`src/rtl/iob_cache_mp_arbiter.sv`:
```
// Multi-port front end for iob_cache: N native masters share one cache port.
// Round-robin or fixed-priority arbitration, with a starvation guard in fixed mode.
module iob_cache_mp_arbiter #(
    parameter int N_PORTS    = 2,
    parameter int FE_ADDR_W  = 32,
    parameter int FE_DATA_W  = 32,
    parameter int CTRL_CACHE = 0,
    parameter int ARB_MODE   = 0,
    parameter int STARVE_MAX = 15,
    parameter int FE_NBYTES  = FE_DATA_W / 8
) (
    input  logic                                     clk,
    input  logic                                     reset,
    input  logic [N_PORTS-1:0]                       m_valid,
    input  logic [N_PORTS*(CTRL_CACHE+FE_ADDR_W)-1:0] m_addr,
    input  logic [N_PORTS*FE_DATA_W-1:0]             m_wdata,
    input  logic [N_PORTS*FE_NBYTES-1:0]             m_wstrb,
    output logic [FE_DATA_W-1:0]                     m_rdata,
    output logic [N_PORTS-1:0]                       m_ready,
    output logic                                     c_valid,
    output logic [CTRL_CACHE+FE_ADDR_W-1:0]          c_addr,
    output logic [FE_DATA_W-1:0]                     c_wdata,
    output logic [FE_NBYTES-1:0]                     c_wstrb,
    input  logic [FE_DATA_W-1:0]                     c_rdata,
    input  logic                                     c_ready,
    output logic [((N_PORTS > 1) ? $clog2(N_PORTS) : 1)-1:0] grant_idx
);

    localparam int AW = CTRL_CACHE + FE_ADDR_W;
    localparam int GW = (N_PORTS > 1) ? $clog2(N_PORTS) : 1;

    typedef enum logic {
        IDLE = 1'b0,
        BUSY = 1'b1
    } state_t;

    state_t          state_q, state_d;
    logic [GW-1:0]   grant_q;
    logic [GW-1:0]   arb_idx;
    logic [GW-1:0]   rr_ptr;
    logic            found;
    logic [3:0]      starve_cnt [N_PORTS];
    logic            any_req;
    logic            done;

    assign any_req   = |m_valid;
    assign done      = (state_q == BUSY) && c_ready;
    assign m_rdata   = c_rdata;
    assign grant_idx = grant_q;

    // Round-robin scans rr_ptr..N-1 first, then wraps to the lowest index.
    always_comb begin
        arb_idx = '0;
        found   = 1'b0;
        if (ARB_MODE == 0) begin
            for (int p = 0; p < N_PORTS; p++) begin
                if (!found && m_valid[p] && (p >= int'(rr_ptr))) begin
                    found   = 1'b1;
                    arb_idx = GW'(p);
                end
            end
            for (int p = 0; p < N_PORTS; p++) begin
                if (!found && m_valid[p]) begin
                    found   = 1'b1;
                    arb_idx = GW'(p);
                end
            end
        end else begin
            for (int p = 0; p < N_PORTS; p++) begin
                if (!found && m_valid[p] && (starve_cnt[p] == 4'(STARVE_MAX))) begin
                    found   = 1'b1;
                    arb_idx = GW'(p);
                end
            end
            for (int p = 0; p < N_PORTS; p++) begin
                if (!found && m_valid[p]) begin
                    found   = 1'b1;
                    arb_idx = GW'(p);
                end
            end
        end
    end

    always_comb begin
        state_d = state_q;
        case (state_q)
            IDLE:    if (any_req) state_d = BUSY;
            BUSY:    if (c_ready) state_d = IDLE;
            default: state_d = IDLE;
        endcase
    end

    always_comb begin
        c_valid = (state_q == BUSY);
        c_addr  = '0;
        c_wdata = '0;
        c_wstrb = '0;
        m_ready = '0;
        for (int k = 0; k < N_PORTS; k++) begin
            if ((state_q == BUSY) && (int'(grant_q) == k)) begin
                c_addr     = m_addr[k*AW +: AW];
                c_wdata    = m_wdata[k*FE_DATA_W +: FE_DATA_W];
                c_wstrb    = m_wstrb[k*FE_NBYTES +: FE_NBYTES];
                m_ready[k] = c_ready;
            end
        end
    end

    always_ff @(posedge clk or posedge reset) begin
        if (reset) begin
            state_q <= IDLE;
            grant_q <= '0;
            rr_ptr  <= '0;
            for (int k = 0; k < N_PORTS; k++) starve_cnt[k] <= '0;
        end else begin
            state_q <= state_d;
            if ((state_q == IDLE) && any_req) grant_q <= arb_idx;
            if (done) rr_ptr <= (int'(grant_q) == N_PORTS - 1) ? '0 : grant_q + GW'(1);
            // Losers that are still requesting age; the winner and idle ports restart.
            if ((ARB_MODE != 0) && (state_q == IDLE)) begin
                for (int k = 0; k < N_PORTS; k++) begin
                    if (m_valid[k] && (int'(arb_idx) != k)) begin
                        if (starve_cnt[k] < 4'(STARVE_MAX)) starve_cnt[k] <= starve_cnt[k] + 4'd1;
                    end else begin
                        starve_cnt[k] <= '0;
                    end
                end
            end
        end
    end

endmodule

```
`config.mk`:
```
export PLATFORM = sky130hd
export DESIGN_NAME = iob_cache_mp_arbiter
export DESIGN_NICKNAME = d
export VERILOG_FILES = /design/src/rtl/iob_cache_mp_arbiter.sv
export SDC_FILE = /design/constraint.sdc
export NUM_CORES = 1
export LEC_CHECK = 0
export BUFFER_PORTS_ARGS = -buffer_cell sky130_fd_sc_hd__buf_2
export CORE_AREA = 2 2 108 110
export DETAILED_ROUTE_END_ITERATION = 10
export DIE_AREA = 0 0 110 112
export GPL_TIMING_DRIVEN = 0
export PLACE_DENSITY_LB_ADDON = 0.3
export SKIP_CTS_REPAIR_TIMING = 1
export SLEW_MARGIN = 20
export SYNTH_ARGS = -nofsm -noshare
export SYNTH_HDL_FRONTEND = slang
export SYNTH_SLANG_ARGS = --single-unit
```
`constraint.sdc`:
```
create_clock -name clk -period 2.6 [get_ports clk]
set_input_delay 0.52 -clock clk [delete_from_list [all_inputs] [get_ports clk]]
set_output_delay 0.52 -clock clk [all_outputs]
set_load 0.1 [all_outputs]
```
## After elaboration in Yosys (flattened, before gate mapping)

Cells that the tools add are included.

- $add $sub $neg: 1
- $lt $le $gt $ge: 1
- Mux-type cells: 18
- Bitwise gates (word level): 2
- Reductions and logical operators: 12

Operator list:

| cell | count |
|---|---|
| 2-to-1 mux 32 bit | 4 |
| 2-to-1 mux 1 bit | 11 |
| logical AND 1 bit | 8 |
| 2-to-1 mux 4 bit | 2 |
| logical NOT 1 bit | 3 |
| NOT 1 bit | 2 |
| case mux 1 bit (2 select lines) | 1 |
| OR reduction 2 bit | 1 |
| adder 1 bit, second input constant | 1 |
| greater-or-equal comparator 1 bit, first input constant | 1 |

- Bits of input ports: 173
- Word-level logic and storage cells: 37
- Bits in registers: 3

## Logic depth before layout (Yosys ltp)

- Word-level depth: 12
- Mapped depth: 4
- Mapped depth without buffers: 2

## Least setup slack after synthesis

No wires, ideal clock.

- Kind: register to output
- Start: register state_q, in the netlist c_valid
- End: output port c_addr[0]
- Arrival time: 2.819 ns
- Slack: -0.739 ns
- Cell stages (with the launch flop): 4
- Data required time: 2.080 ns
- Path through: dfrtp_1 -> buf_2 -> clkbuf_1 -> nor2b_1

- Longest elaborated chain between the ends: 3

RTL lines:

| item | RTL line | RTL |
|---|---|---|
| start: declaration | 37 | `state_t state_q, state_d;` |
| start signal: assignment | 116 | `state_q <= state_d;` |
| logical AND 1 bit | 100 | `if ((state_q == BUSY) && (int'(grant_q) == k)) begin` |
| 2-to-1 mux 32 bit | 100 |  |
| 2-to-1 mux 32 bit * | 100 |  |
| end: declaration | 21 | `output logic [CTRL_CACHE+FE_ADDR_W-1:0] c_addr,` |

Every way passes the cells marked *; elsewhere a longest branch is shown, timed or not.

## Worst setup path in the final report

- Start: register state_q, in the netlist c_valid
- End: output port c_wstrb[1]

- Longest elaborated chain between the ends: 3

RTL lines:

| item | RTL line | RTL |
|---|---|---|
| logical AND 1 bit | 100 |  |
| 2-to-1 mux 4 bit | 100 |  |
| 2-to-1 mux 4 bit * | 100 |  |
| end: declaration | 23 | `output logic [FE_NBYTES-1:0] c_wstrb,` |

Marks and branches as above.

==> metrics.md <==
| Metric | Value |
|---|---|
| Vias in the first global route | 2148 |
| Yosys warnings | 0 |
| Longest Clk Path Bufs | 2 |
| Final worst setup slack | 251 ps |
| CP Capture Type | output pin |
| Pre-CTS WS | 376 ps |
| FMAX | 426 MHz |
| First-pass GRT wire length | 9280 um |
| PortBufs | 244 |
| Max-slew headroom | 66.4% |
| Cell variety after synth | 16 |
| Antenna diodes | 0 |
| WHS | 154 ps |
| Share of the synthesized area in the top cell type | 40.7% |
| Mean post-synth cell area | 8.44 um^2 |
| TritonCTS clock tree | yes |
| Max incr delay on CP | 440 ps |
| Reg2Reg Depth | 3 |
| Total leakage power | 2.05 nW |
| Most frequent CP cell | buf_2 |
| Reg-to-Reg End | c_valid |
| VDD IR max | 330 uV |
| Layout cell share with drive strength beyond 1 | 80.5% |
| Cell row count | 39 |
| Commonest non-fill, non-tap cells in the layout | buf_2 (245), mux2i_1 (68), nor2b_2 (60) |
| CP cell instances | buf_2 -> clkbuf_1 -> nor2b_2 -> buf_2 |
| Met2 Use GR | 19.1% |
| Avg WL per Cell | 10.8 um |
| Pre-Repair DR Iteration Count | 3 |
| CTS H-Tree Depth | 1 |
| Global Route met3 Usage | 1.29% |
| Crit Path Class | reg -> out |
| Grt ovf | 0 |
| Status | completed |
| Placed insts | 585 |
| CP required | 2080 ps |
| Min Clock Period, post-route | 2350 ps |
| Fin nets | 620 |
| Area of the core | 11200 um^2 |
| Initial core utilization | 15.0% |
| Final setup TNS | 0 ps |
| DIE AREA | 12300 um^2 |
| Die height | 112 um |
| Power per Cell Area | 910 nW/um^2 |
| Via/cell ratio | 3.78 |
| Final setup violation count | 0 |
| Post-layout util | 30.1% |
| Die width | 110 um |
| Post-Route WL | 6380 um |
| Worst EP arrival | 1830 ps |
| CP max-delay cell | buf_2 |
| TritonCTS Sinks | 3 |
| Slew @ Worst Pin | 507 ps |
| Worst flop-to-flop path startpoint | c_valid |
| Via count | 2224 |
| Area Overhead vs Synth | 101% |
| Met1 GRT Util | 9.38% |
| #FFs+latches synth | 3 |
| Finished Layout Cells | 589 |
| Busiest grt layer | met2 |
| Synth Cell Area | 1670 um^2 |
| Yosys top cell by area | mux2i_1 |
| Buf/Inv on CP | 3 |
| Period utilization | 90.4% |
| Syn nets | 371 |
| Antenna violations before repair | 0 |
| Most common cell after layout, fill and taps aside | buf_2 |
| GPL Wtd Cong | 0.679 |
| Multi-input logic area | 1390 um^2 |
| Flop2flop setup slack | 1430 ps |
| Num CTS Buffers | 3 |
| Crit start category | flop |
| RSZ-0062 raised after global routing | false |
| Crit path max-delay family | buffers and inverters |
| Post-Synthesis Cells | 198 |
| Slew Viols, Final | 0 |
| IO Count | 277 |
| Total GRT Usage | 9.32% |
| DRT iter0 DRCs | 18 |
| Final HPWL DP | 5600 um |
| ANT nets after route | 0 |
| Clock Latency Late Sink | 220 ps |
| Clock root cell | clkbuf_16 |
| Max_cap viols | 0 |
| Clock Skews | 2.35 ps |
| DRC | 0 |
| Min-delay worst type | in -> async |
| Maximum number of pins on one net before global-route repair | 11 |
| Fill count | 1180 |
| Fin. Hold Viols | 0 |
| Register Area | 75.1 um^2 |
| Post-synthesis sequential area ratio | 4.49% |
| Clk pin slew, worst setup/hold paths | 30 ps |
| Crit-path max FO | 10 |
| Area contributors post-synth | mux2i_1 (41%), nor2b_1 (26%), buf_4 (14%) |
==> cell families (layout without fill, tap and decap cells) <==
group / after synthesis / after routing / synth area share, %
compound gates: 3 / 3 / 1.35
flops: 3 / 3 / 4.49
buf+inv: 49 / 297 / 25.5
simple gates: 75 / 75 / 27.9
mux: 68 / 68 / 40.7
==> through the flow <==
step / cell area [um^2] / power (W)
final: 3370 / 0.00306
after global routing: 3370 / 0.00320
after CTS: 3370 / 0.00310
after detailed placement: 3290 / 0.00285
after global placement: 3290 / 0.00283
after floorplan: 1890 / 0.00246
==> metal layers <==
metal	vias up	part of all wire [%]
li1	1119	-
met1	957	34
met2	144	53
met3	4	12
met4	0	0.86
met5	-	0
==> synthesized netlist by cell type <==
master	n
dfrtp_1	3
buf_4	32
buf_6	1
o31a_1	1
nor2_1	1
clkbuf_1	7
a2bb2oi_1	1
buf_2	1
buf_12	7
mux2i_1	68
nand2_1	2
a21oi_1	1
nor2_2	1
inv_1	1
nor2b_1	70
and3_4	1
==> state kept, by name, summed over array words and instances (netlist names) <==
signal,cells
c_valid,1
grant_idx,1
rr_ptr,1
==> worst reg2reg max path: stages (launching register included) <==
cell and delay, ps:
dfrtp_1 360, clkbuf_1 370, nand2_1 180, o31a_1 140
==> worst max path at each step <==
stage                       to  cells after the start    start  slack, ps
floorplan            c_addr[0]                      3  c_valid       -220
global placement    c_wstrb[1]                      4  c_valid        430
detailed placement  c_wstrb[1]                      4  c_valid        380
CTS                 c_wstrb[1]                      4  c_valid        120
global route        c_addr[26]                      4  c_valid         50
finish              c_wstrb[1]                      4  c_valid        250
==> final cells by class <==
class,count,area share [%]
plain buffers,48,12.6
well taps,143,5.31
flip-flops and latches,3,2.23
clock buffers,4,2.34
inverters,1,0.111
multi-input cells,146,41.2
repair buffers,244,36.3
==> report_power, final <==
group	switching [W]	internal [W]	leakage [nW]
Sequential	0.00000697	0.0000574	0.0335
Clock	0.0000427	0.000202	0.0382
Combinational	0.00207	0.000682	1.98
Power figures use the tool's default switching activity.
